<file path="src/rtl/mul_4x4_i8_seq_pkg.sv">
// Shared types and constants for the mul_4x4_i8 issue/collect sequencer.
//   SEQ_VSR_W     : width of the latency-tracking shift register (max LATENCY)
//   SEQ_CNT_W     : width of the in-flight / FIFO occupancy counters
//   IDENTITY_M    : 4x4 int8 identity, element (r,c) at [(4r+c)*8 +: 8]
//   seq_regs_t    : sequencer register set (matrices, issue regs, tracking)
//   SEQ_RESET     : register values applied on reset
//   mtx_write()   : replace one 8-bit element of a packed 4x4 matrix
package mul_4x4_i8_seq_pkg;

    localparam int SEQ_VSR_W = 16;   // supports LATENCY 1..16
    localparam int SEQ_CNT_W = 9;    // supports FIFO_DEPTH up to 256

    localparam logic [127:0] IDENTITY_M = 128'h01000000_00010000_00000100_00000001;

    typedef struct packed {
        logic [127:0]           shadow;
        logic [127:0]           active;
        logic [31:0]            mul_v;
        logic                   mul_valid;
        logic [SEQ_VSR_W-1:0]   vsr;
        logic [SEQ_CNT_W-1:0]   inflight;
    } seq_regs_t;

    localparam seq_regs_t SEQ_RESET = '{
        shadow:    IDENTITY_M,
        active:    IDENTITY_M,
        mul_v:     32'h0,
        mul_valid: 1'b0,
        vsr:       '0,
        inflight:  '0
    };

    function automatic logic [127:0] mtx_write(input logic [127:0] m,
                                               input logic [3:0]   addr,
                                               input logic [7:0]   data);
        logic [127:0] res;
        res = m;
        res[{addr, 3'b000} +: 8] = data;
        return res;
    endfunction

endpackage

</file>
<file path="src/rtl/mul_4x4_i8_resq.sv">
// In-order result FIFO for the mul_4x4_i8 sequencer. No bypass: a push into an
// empty FIFO becomes visible on o_data/o_valid the following cycle.
//   i_clk, i_rst   : clock, synchronous active-high reset
//   i_push, i_data : write one 72-bit result
//   i_pop          : drop the head entry
//   o_data         : head entry
//   o_valid        : FIFO non-empty
//   o_count        : current occupancy
module mul_4x4_i8_resq
    import mul_4x4_i8_seq_pkg::*;
#(
    parameter int DEPTH = 4
) (
    input  logic                 i_clk,
    input  logic                 i_rst,
    input  logic                 i_push,
    input  logic [71:0]          i_data,
    input  logic                 i_pop,
    output logic [71:0]          o_data,
    output logic                 o_valid,
    output logic [SEQ_CNT_W-1:0] o_count
);

    localparam int AW = (DEPTH > 1) ? $clog2(DEPTH) : 1;

    logic [71:0]          r_mem [DEPTH];
    logic [AW-1:0]        r_wr_ptr;
    logic [AW-1:0]        r_rd_ptr;
    logic [SEQ_CNT_W-1:0] r_count;

    // DEPTH is a power of two, so the pointers wrap naturally.
    always_ff @(posedge i_clk) begin
        if (i_rst) begin
            r_wr_ptr <= '0;
            r_rd_ptr <= '0;
            r_count  <= '0;
            for (int i = 0; i < DEPTH; i++) begin
                r_mem[i] <= '0;
            end
        end else begin
            if (i_push) begin
                r_mem[r_wr_ptr] <= i_data;
                r_wr_ptr        <= r_wr_ptr + AW'(1);
            end
            if (i_pop) begin
                r_rd_ptr <= r_rd_ptr + AW'(1);
            end
            r_count <= r_count + SEQ_CNT_W'(i_push) - SEQ_CNT_W'(i_pop);
        end
    end

    assign o_data  = r_mem[r_rd_ptr];
    assign o_valid = (r_count != '0);
    assign o_count = r_count;

    a_no_push_full: assert property (@(posedge i_clk) disable iff (i_rst)
        !(i_push && (r_count == SEQ_CNT_W'(DEPTH))));
    a_no_pop_empty: assert property (@(posedge i_clk) disable iff (i_rst)
        !(i_pop && (r_count == '0)));

endmodule

</file>
<file path="src/rtl/mul_4x4_i8_seq.sv">
// Issue/collect sequencer for the mul_4x4_i8 matrix-vector multiplier.
// Holds a double-buffered 4x4 int8 matrix, issues accepted vectors to the
// fixed-latency multiplier and collects its results into an in-order FIFO.
//   i_mtx_we/addr/wdata : shadow matrix element write
//   i_mtx_commit        : active <- shadow (same-cycle write forwarded)
//   i_vec_valid/i_vec, o_vec_ready : input vector handshake
//   o_mul_valid/o_mul_m/o_mul_v    : multiplier issue
//   i_mul_res                      : multiplier result, LATENCY cycles later
//   o_res_valid/o_res/i_res_ready  : result handshake
//   o_busy                         : work in flight or results pending
module mul_4x4_i8_seq
    import mul_4x4_i8_seq_pkg::*;
#(
    parameter int LATENCY    = 2,
    parameter int FIFO_DEPTH = 4
) (
    input  logic         i_clk,
    input  logic         i_rst,
    input  logic         i_mtx_we,
    input  logic [3:0]   i_mtx_addr,
    input  logic [7:0]   i_mtx_wdata,
    input  logic         i_mtx_commit,
    input  logic         i_vec_valid,
    input  logic [31:0]  i_vec,
    output logic         o_vec_ready,
    output logic         o_mul_valid,
    output logic [127:0] o_mul_m,
    output logic [31:0]  o_mul_v,
    input  logic [71:0]  i_mul_res,
    output logic         o_res_valid,
    output logic [71:0]  o_res,
    input  logic         i_res_ready,
    output logic         o_busy
);

    seq_regs_t              r_seq;
    seq_regs_t              w_seq_nxt;
    logic [127:0]           w_shadow;
    logic                   w_accept;
    logic                   w_push;
    logic                   w_pop;
    logic [SEQ_CNT_W-1:0]   w_count;
    logic [SEQ_CNT_W:0]     w_credit_used;

    // Credits: every accepted vector reserves a FIFO slot until it is popped,
    // so a result arriving from the multiplier always finds room.
    assign w_credit_used = {1'b0, r_seq.inflight} + {1'b0, w_count};
    assign o_vec_ready   = !i_rst && (w_credit_used < (SEQ_CNT_W + 1)'(FIFO_DEPTH));
    assign w_accept      = i_vec_valid && o_vec_ready;
    // Shift register travels toward bit 0; bit 0 marks the result cycle.
    assign w_push        = r_seq.vsr[0];
    assign w_pop         = o_res_valid && i_res_ready;

    always_comb begin
        w_seq_nxt = r_seq;
        w_shadow  = r_seq.shadow;
        if (i_mtx_we) begin
            w_shadow = mtx_write(r_seq.shadow, i_mtx_addr, i_mtx_wdata);
        end
        w_seq_nxt.shadow = w_shadow;
        if (i_mtx_commit) begin
            w_seq_nxt.active = w_shadow;
        end
        w_seq_nxt.mul_valid = w_accept;
        if (w_accept) begin
            w_seq_nxt.mul_v = i_vec;
        end
        w_seq_nxt.vsr      = (r_seq.vsr >> 1)
                           | (SEQ_VSR_W'(r_seq.mul_valid) << (LATENCY - 1));
        w_seq_nxt.inflight = r_seq.inflight + SEQ_CNT_W'(w_accept) - SEQ_CNT_W'(w_push);
    end

    always_ff @(posedge i_clk) begin
        if (i_rst) begin
            r_seq <= SEQ_RESET;
        end else begin
            r_seq <= w_seq_nxt;
        end
    end

    assign o_mul_valid = r_seq.mul_valid;
    assign o_mul_m     = r_seq.active;
    assign o_mul_v     = r_seq.mul_v;
    assign o_busy      = (r_seq.inflight != '0) || o_res_valid;

    mul_4x4_i8_resq #(
        .DEPTH (FIFO_DEPTH)
    ) u_resq (
        .i_clk   (i_clk),
        .i_rst   (i_rst),
        .i_push  (w_push),
        .i_data  (i_mul_res),
        .i_pop   (w_pop),
        .o_data  (o_res),
        .o_valid (o_res_valid),
        .o_count (w_count)
    );

endmodule

</file>
<file path="config.mk">
export PLATFORM = sky130hd
export DESIGN_NAME = mul_4x4_i8_seq
export DESIGN_NICKNAME = d
export VERILOG_FILES = /design/src/rtl/mul_4x4_i8_seq_pkg.sv /design/src/rtl/mul_4x4_i8_resq.sv /design/src/rtl/mul_4x4_i8_seq.sv
export SDC_FILE = /design/constraint.sdc
export NUM_CORES = 1
export LEC_CHECK = 0
export CAP_MARGIN = 20
export CORE_MARGIN = 1.5
export CORE_UTILIZATION = 47
export DETAILED_ROUTE_END_ITERATION = 8
export HOLD_SLACK_MARGIN = 0.1
export PLACE_DENSITY = 0.82
export SYNTH_ARGS = -nofsm -noshare
export SYNTH_HDL_FRONTEND = slang
export SYNTH_SLANG_ARGS = --single-unit
</file>
<file path="constraint.sdc">
create_clock -name i_clk -period 4.46 [get_ports i_clk]
set_input_delay 0.892 -clock i_clk [delete_from_list [all_inputs] [get_ports i_clk]]
set_output_delay 0.892 -clock i_clk [all_outputs]
set_load 0.02 [all_outputs]
</file>
==> results of run 1 <==
-- cell families (layout without fill, tap and decap cells) --
group                    count (synthesis)  count (layout)
AND/OR/NAND/NOR                        714             714
multiplexers                           232             232
buffers and inverters                  320             521
flip-flops                             603             603
other                                    0               3
AO/OA/AOI/OAI                          171             171
XOR/XNOR                                22              22
adder cells (fa/ha/maj)                 35              35
-- layout by cell type, fill, tap and decap left out, types with 5 or more instances in the layout --
cell type	count
nand2_1	19
xor2_1	10
or2_2	5
clkdlybuf4s50_1	355
bufinv_16	5
nand3_1	7
clkbuf_16	61
nand4_1	5
and2_1	290
nor3_1	8
nor2_1	322
buf_12	9
clkbuf_1	11
nor2b_1	11
dfxtp_1	313
ha_1	32
mux2i_1	158
clkinv_2	12
buf_4	10
a211oi_1	125
xnor2_1	12
nand2b_1	13
edfxtp_1	288
o21ai_0	5
clkinvlp_4	9
a21oi_1	21
inv_1	30
mux4_2	72
clkinv_1	6
-- metal layers --
layer | vias to the layer above | GRT usage [%] | wire, um
li1 | 7461 | - | -
met1 | 7871 | 25.1 | 23300
met5 | - | 0 | 11
met3 | 114 | 5.50 | 4640
met2 | 534 | 34.9 | 28300
met4 | 2 | 5.75 | 1320
-- sequential cells by signal (all words and copies together), names as in the netlist, named ones only --
name             flops
u_resq.o_count       9
u_resq.r_wr_ptr      2
u_resq.r_rd_ptr      2
o_mul_v             32
r_seq              139
o_mul_m            128
o_mul_valid          1
u_resq.r_mem       288
-- final timing paths --
check	startpoint	to	slack, ps	cells past startpoint
hold reg to reg	r_seq[10]	r_seq[9]	440	1
hold / removal	r_seq[10]	r_seq[9]	440	1
setup / recovery	r_seq[2]	r_seq[8]	280	18
setup reg to reg	r_seq[2]	r_seq[8]	280	18
-- power groups by stage --
stage	Clock [W]	Combinational, W	Sequential, W
6_report	0.00507	0.00273	0.00617
5_1_grt	0.00538	0.00294	0.00619
4_1_cts	0.00515	0.00271	0.00617
3_5_place_dp	0	0.00269	0.00629
3_3_place_gp	0	0.00264	0.00627
2_1_floorplan	0	0.00187	0.00624
-- repair_timing --
action	4_1_cts	5_1_grt
setup endpoints to repair	0	1
hold buffers	0	0
setup buffers	0	1
gates resized for setup	0	6
-- metrics by stage --
step                      cells  setup WS [ps]  hold slack, ps
after floorplan            2097           72.4             414
after global placement     2878            285             420
after detailed placement   2878            187             428
after CTS                  2993            290             442
after global routing       2995           13.4             466
final                      2997            284             437
-- cell type report --
type                            instances  share of cell area [%]
Clock inverter                         38                    1.30
Inverter                               30                   0.367
Timing Repair Buffer                  376                    12.5
Multi-Input combinational cell       1174                    28.8
Antenna cell                            3                  0.0245
Tap cell                              696                    2.84
Clock buffer                           77                    5.31
Sequential cell                       603                    48.8
==> reports/metrics.yaml, run 1 <==
power_and_ir_drop:
  p_comb_share_pct: 19.5
  switching_power_w: 0.00376
  p_clk_share_pct: 36.3
  powerDensity_mw_per_mm2: 456
  p_int_w: 0.0102
  seq_power_share_pct: 44.2
  p_leak_nw: 11.6
  switching_share_pct: 26.9
  ir_drop_mv: 0.449
  p_total_w: 0.0140
cells_and_area:
  fin_area_mm2: 0.0307
  post-route-util_pct: 57.0
  ff_latch_area_mm2: 0.0150
  nNetsFinal: 2403
  fillCellCount: 4201
  multi_input_area_mm2: 0.00884
  areaGrowthSynthToFinish_pct: 20.0
  drive_above_1_share_pct: 9.83
logic_synthesis:
  synth_area_leaders: "edfxtp_1, dfxtp_1, and2_1"
  syn_area_mm2: 0.0256
  synth_top_area_share_pct: 33.8
  syn_avg_cell_area_um2: 12.2
  synth_edf_count: 288
  yosysSeqAreaShare_pct: 58.5
  syn_inst: 2097
  synth_ff_type: "dfxtp_1"
  yosysMostFrequentCell: "nor2_1"
  synth_top_family_by_area: "simple AND/OR/NAND/NOR gates"
  yosys_warnings: 0
  synth-seq-cells: 603
  synth_adder_area_share_pct: 1.77
  synth_common_cells: "nor2_1, dfxtp_1, and2_1"
  async_flop_share_pct: 0
  synth_largest_area_cell: "edfxtp_1"
  synth_mux_area_share_pct: 12.6
  synth_xor_xnor_area_share_pct: 0.754
  syn_nets: 2254
  ys_types: 58
  synth_simple_gate_area_share_pct: 14.3
  synth_compound_gate_area_share_pct: 4.81
clock_network:
  clkTransAtPathRegs_ps: 60
  cts_buffers: 61
  clock_sinks: 603
  clk_latency_ps: 640
  tritoncts: "done"
  htreeDepth: 2
  root_buffer: "clkbuf_16"
  clockBufferDepth: 3
timing:
  fmax_mhz: 239
  finalHoldViolations: 0
  finClkSkew_ps: 39.5
  report.final.slew_viol_count: 0
  setup_viol: 0
  fin_setup_tns_ps: 0
  rsz0062_at_grt: "no"
  slew_headroom_pct: 26.8
  period_needed_ps: 4180
  max_slew.worst_pin.slew_ps: 1100
  fin_crit_sh_pct: 93.6
run:
  drv_cap: 0
die:
  die_y_um: 236
  die_w_um: 236
  num_io_pins: 358
  die_area_mm2: 0.0558
  rows: 85
  start_util_pct: 47.5
  core-area_mm2: 0.0538
setup_path:
  arrival_ps: 4640
  cp_common_cell: "ha_1"
  crit_fanout: 7
  crit_chain: "ha_1 > a21oi_2 > a21oi_2 > or4_4 > o211ai_2 > and3_2 > inv_1 > ha_1 > inv_1 > ha_1 > fa_1 > a21oi_1 > o21bai_1 > a21oi_1 > nor2_1 > o41ai_1 > xnor2_1 > nor2_1"
  max_stage_delay_ps: 490
  cp_top_family: "adder cells"
  slowest_stage: "or4_4"
  critPathKind: "register to register"
  required_ps: 4930
  end_kind: "register"
  crit_path_start_kind: "register"
  path_buf_inv: 2
global_route:
  grt_start_max_net_pins: 257
  grtUsageTotal_pct: 20.3
  antenna_found_initial: 5
  grt_pass1_vias: 16333
  grt_overflow_total: 0
  grt_pass1_wl_um: 89600
routing:
  dr_total_vias: 15982
  drtPass1Iterations: 6
  ant_nets: 0
  first_iter_violations: 888
  via_per_inst: 5.33
  wl_per_cell_um: 19.2
  drt_wl_total_um: 57600
  drcViolationCount: 0
status:
  status: "completed"
placement:
  globalplace.congestion: 0.841
  place_area_mm2: 0.0286
  hpwl_um: 35000
  portBuffers: 357
min_path:
  hold_class: "register to register"
No activity file was read; power rests on OpenSTA's default activity.
==> inputs of run 2 (changes only) <==
--- a/config.mk
+++ b/config.mk
@@ -9,6 +9,7 @@
 export CORE_MARGIN = 1.5
 export CORE_UTILIZATION = 47
 export DETAILED_ROUTE_END_ITERATION = 8
+export GPL_TIMING_DRIVEN = 0
 export HOLD_SLACK_MARGIN = 0.1
 export PLACE_DENSITY = 0.82
 export SYNTH_ARGS = -nofsm -noshare
==> reports/metrics.yaml, run 2 (synthesis results as in run 1) <==
status:
  status: "completed"
die:
  die_y_um: 236
  die_w_um: 236
  die_area_mm2: 0.0558
  core-area_mm2: 0.0538
  rows: 85
  num_io_pins: 358
  start_util_pct: 47.5
power_and_ir_drop:
  p_leak_nw: 12.6
  powerDensity_mw_per_mm2: 436
  ir_drop_mv: 0.313
placement:
  hpwl_um: 44800
  globalplace.congestion: 0.884
  portBuffers: 354
  dp.cells: 3156
clock_network:
  cts_buffers: 60
  clockBufferDepth: 3
  htreeDepth: 2
  clock_sinks: 603
  holdBufCountCts: 0
  root_buffer: "clkbuf_16"
  clkTransAtPathRegs_ps: 70
  tritoncts: "done"
  clk_latency_ps: 620
timing:
  finClkSkew_ps: 21.7
  setup_viol: 0
  period_needed_ps: 4220
  report.final.slew_viol_count: 0
  fin_crit_sh_pct: 94.7
  fmax_mhz: 237
  finalHoldViolations: 0
  slew_headroom_pct: 32.8
  max_slew.worst_pin.slew_ps: 1010
  rsz0062_at_grt: "no"
min_path:
  hold_class: "register to register"
routing:
  drtPass1Iterations: 5
  ant_nets: 0
  first_iter_violations: 1024
  top_layer: "met5"
  wl_met2_um: 32900
  wl_met1_um: 25900
  dr_total_vias: 17305
  wl_per_cell_um: 20.2
  wl_met3_um: 5140
  via_per_inst: 5.30
  drcViolationCount: 0
  drt_wl_total_um: 66000
setup_path:
  arrival_ps: 4690
  max_stage_delay_ps: 590
  crit_chain: "clkdlybuf4s50_1 > nor2_1 > o2111ai_1 > nor4_1 > nand4_1 > nor2_1 > and3_2 > inv_1 > ha_1 > inv_1 > ha_1 > fa_1 > a21oi_1 > o21bai_1 > a21oi_1 > nor2_1 > o41ai_1 > xnor2_1 > nor2_1"
  critPathKind: "primary input to register"
  cp_common_cell: "nor2_1"
  end_kind: "register"
  crit_path_start_kind: "primary input"
  path_buf_inv: 3
  slowest_stage: "clkdlybuf4s50_1"
  required_ps: 4930
  cp_top_family: "simple AND/OR/NAND/NOR gates"
  crit_fanout: 5
cells_and_area:
  largest_reg_flops: 288
  nNetsFinal: 2679
  drive_above_1_share_pct: 14.6
  ff_latch_area_mm2: 0.0150
  layout_common_cells: "clkdlybuf4s50_1, nor2_1, dfxtp_1"
  layout_commonest_cell: "clkdlybuf4s50_1"
  areaGrowthSynthToFinish_pct: 25.8
  fillCellCount: 4121
  multi_input_area_mm2: 0.00881
  post-route-util_pct: 59.7
  largest_register: "u_resq.r_mem"
  instances_no_fill: 3267
global_route:
  grtUsageTotal_pct: 23.4
  antenna_found_initial: 8
  grt_pass1_wl_um: 101000
  grt_start_max_net_pins: 52
  grt_overflow_total: 0
  grt_pass1_vias: 18095
run:
  drv_cap: 0
[run 2: area by class of cell]
| cell class | count | share of cell area, % |
|---|---|---|
| antenna | 2 | 0.0156 |
| buffer | 290 | 5.42 |
| clock buffer | 81 | 5.20 |
| clock inverter | 28 | 0.825 |
| inverter | 30 | 0.350 |
| multi-input combinational | 1174 | 27.4 |
| sequential | 603 | 46.5 |
| tap | 696 | 2.71 |
| timing repair buffer | 363 | 11.6 |
[run 2: path summary, 6_finish.rpt]
check,from,end,slack (ps),cells past startpoint
worst max register to register,u_resq.o_count[4],r_seq[8],250,19
worst min-delay path,r_seq[10],r_seq[9],440,1
worst min register to register,r_seq[10],r_seq[9],440,1
worst max-delay path,i_rst,r_seq[8],240,19
[run 2: timing repair]
action | CTS | global route
setup buffers | 0 | 0
resized for setup | 4 | 11
gates cloned | 0 | 0
endpoints found under the setup margin | 28 | 51
[run 2: report_power, final]
| group | switching [W] | leakage (nW) | internal (W) |
|---|---|---|---|
| registers | 0.000137 | 5.54 | 0.00603 |
| logic | 0.00151 | 6.10 | 0.00137 |
| clock network | 0.00216 | 0.945 | 0.00281 |
| total | 0.00381 | 12.6 | 0.0102 |
[run 2: layer usage]
layer / up-vias / GRT usage, %
li1: 8010 / -
met1: 8471 / 28.6
met2: 676 / 40.9
met3: 136 / 5.08
met4: 12 / 8.06
met5: - / 0
[run 2: metrics by stage]
stage,setup slack [ps],hold WS (ps),total power (W),TNS [ps],instance area [um2]
2_1_floorplan,72.4,414,0.00810,0,25600
6_report,237,443,0.0140,0,32200
5_1_grt,24.7,475,0.0146,0,32200
3_5_place_dp,-389,430,0.00915,-480,30200
4_1_cts,-53.0,446,0.0141,-318,32100
3_3_place_gp,-2840,424,0.00906,-375780,30000
==> inputs of run 3 (changes only) <==
--- a/config.mk
+++ b/config.mk
@@ -9,7 +9,6 @@
 export CORE_MARGIN = 1.5
 export CORE_UTILIZATION = 47
 export DETAILED_ROUTE_END_ITERATION = 8
-export GPL_TIMING_DRIVEN = 0
 export HOLD_SLACK_MARGIN = 0.1
 export PLACE_DENSITY = 0.82
 export SYNTH_ARGS = -nofsm -noshare
==> results of run 3 <==
The final DEF is identical to that of run 1; final timing and power are the same.
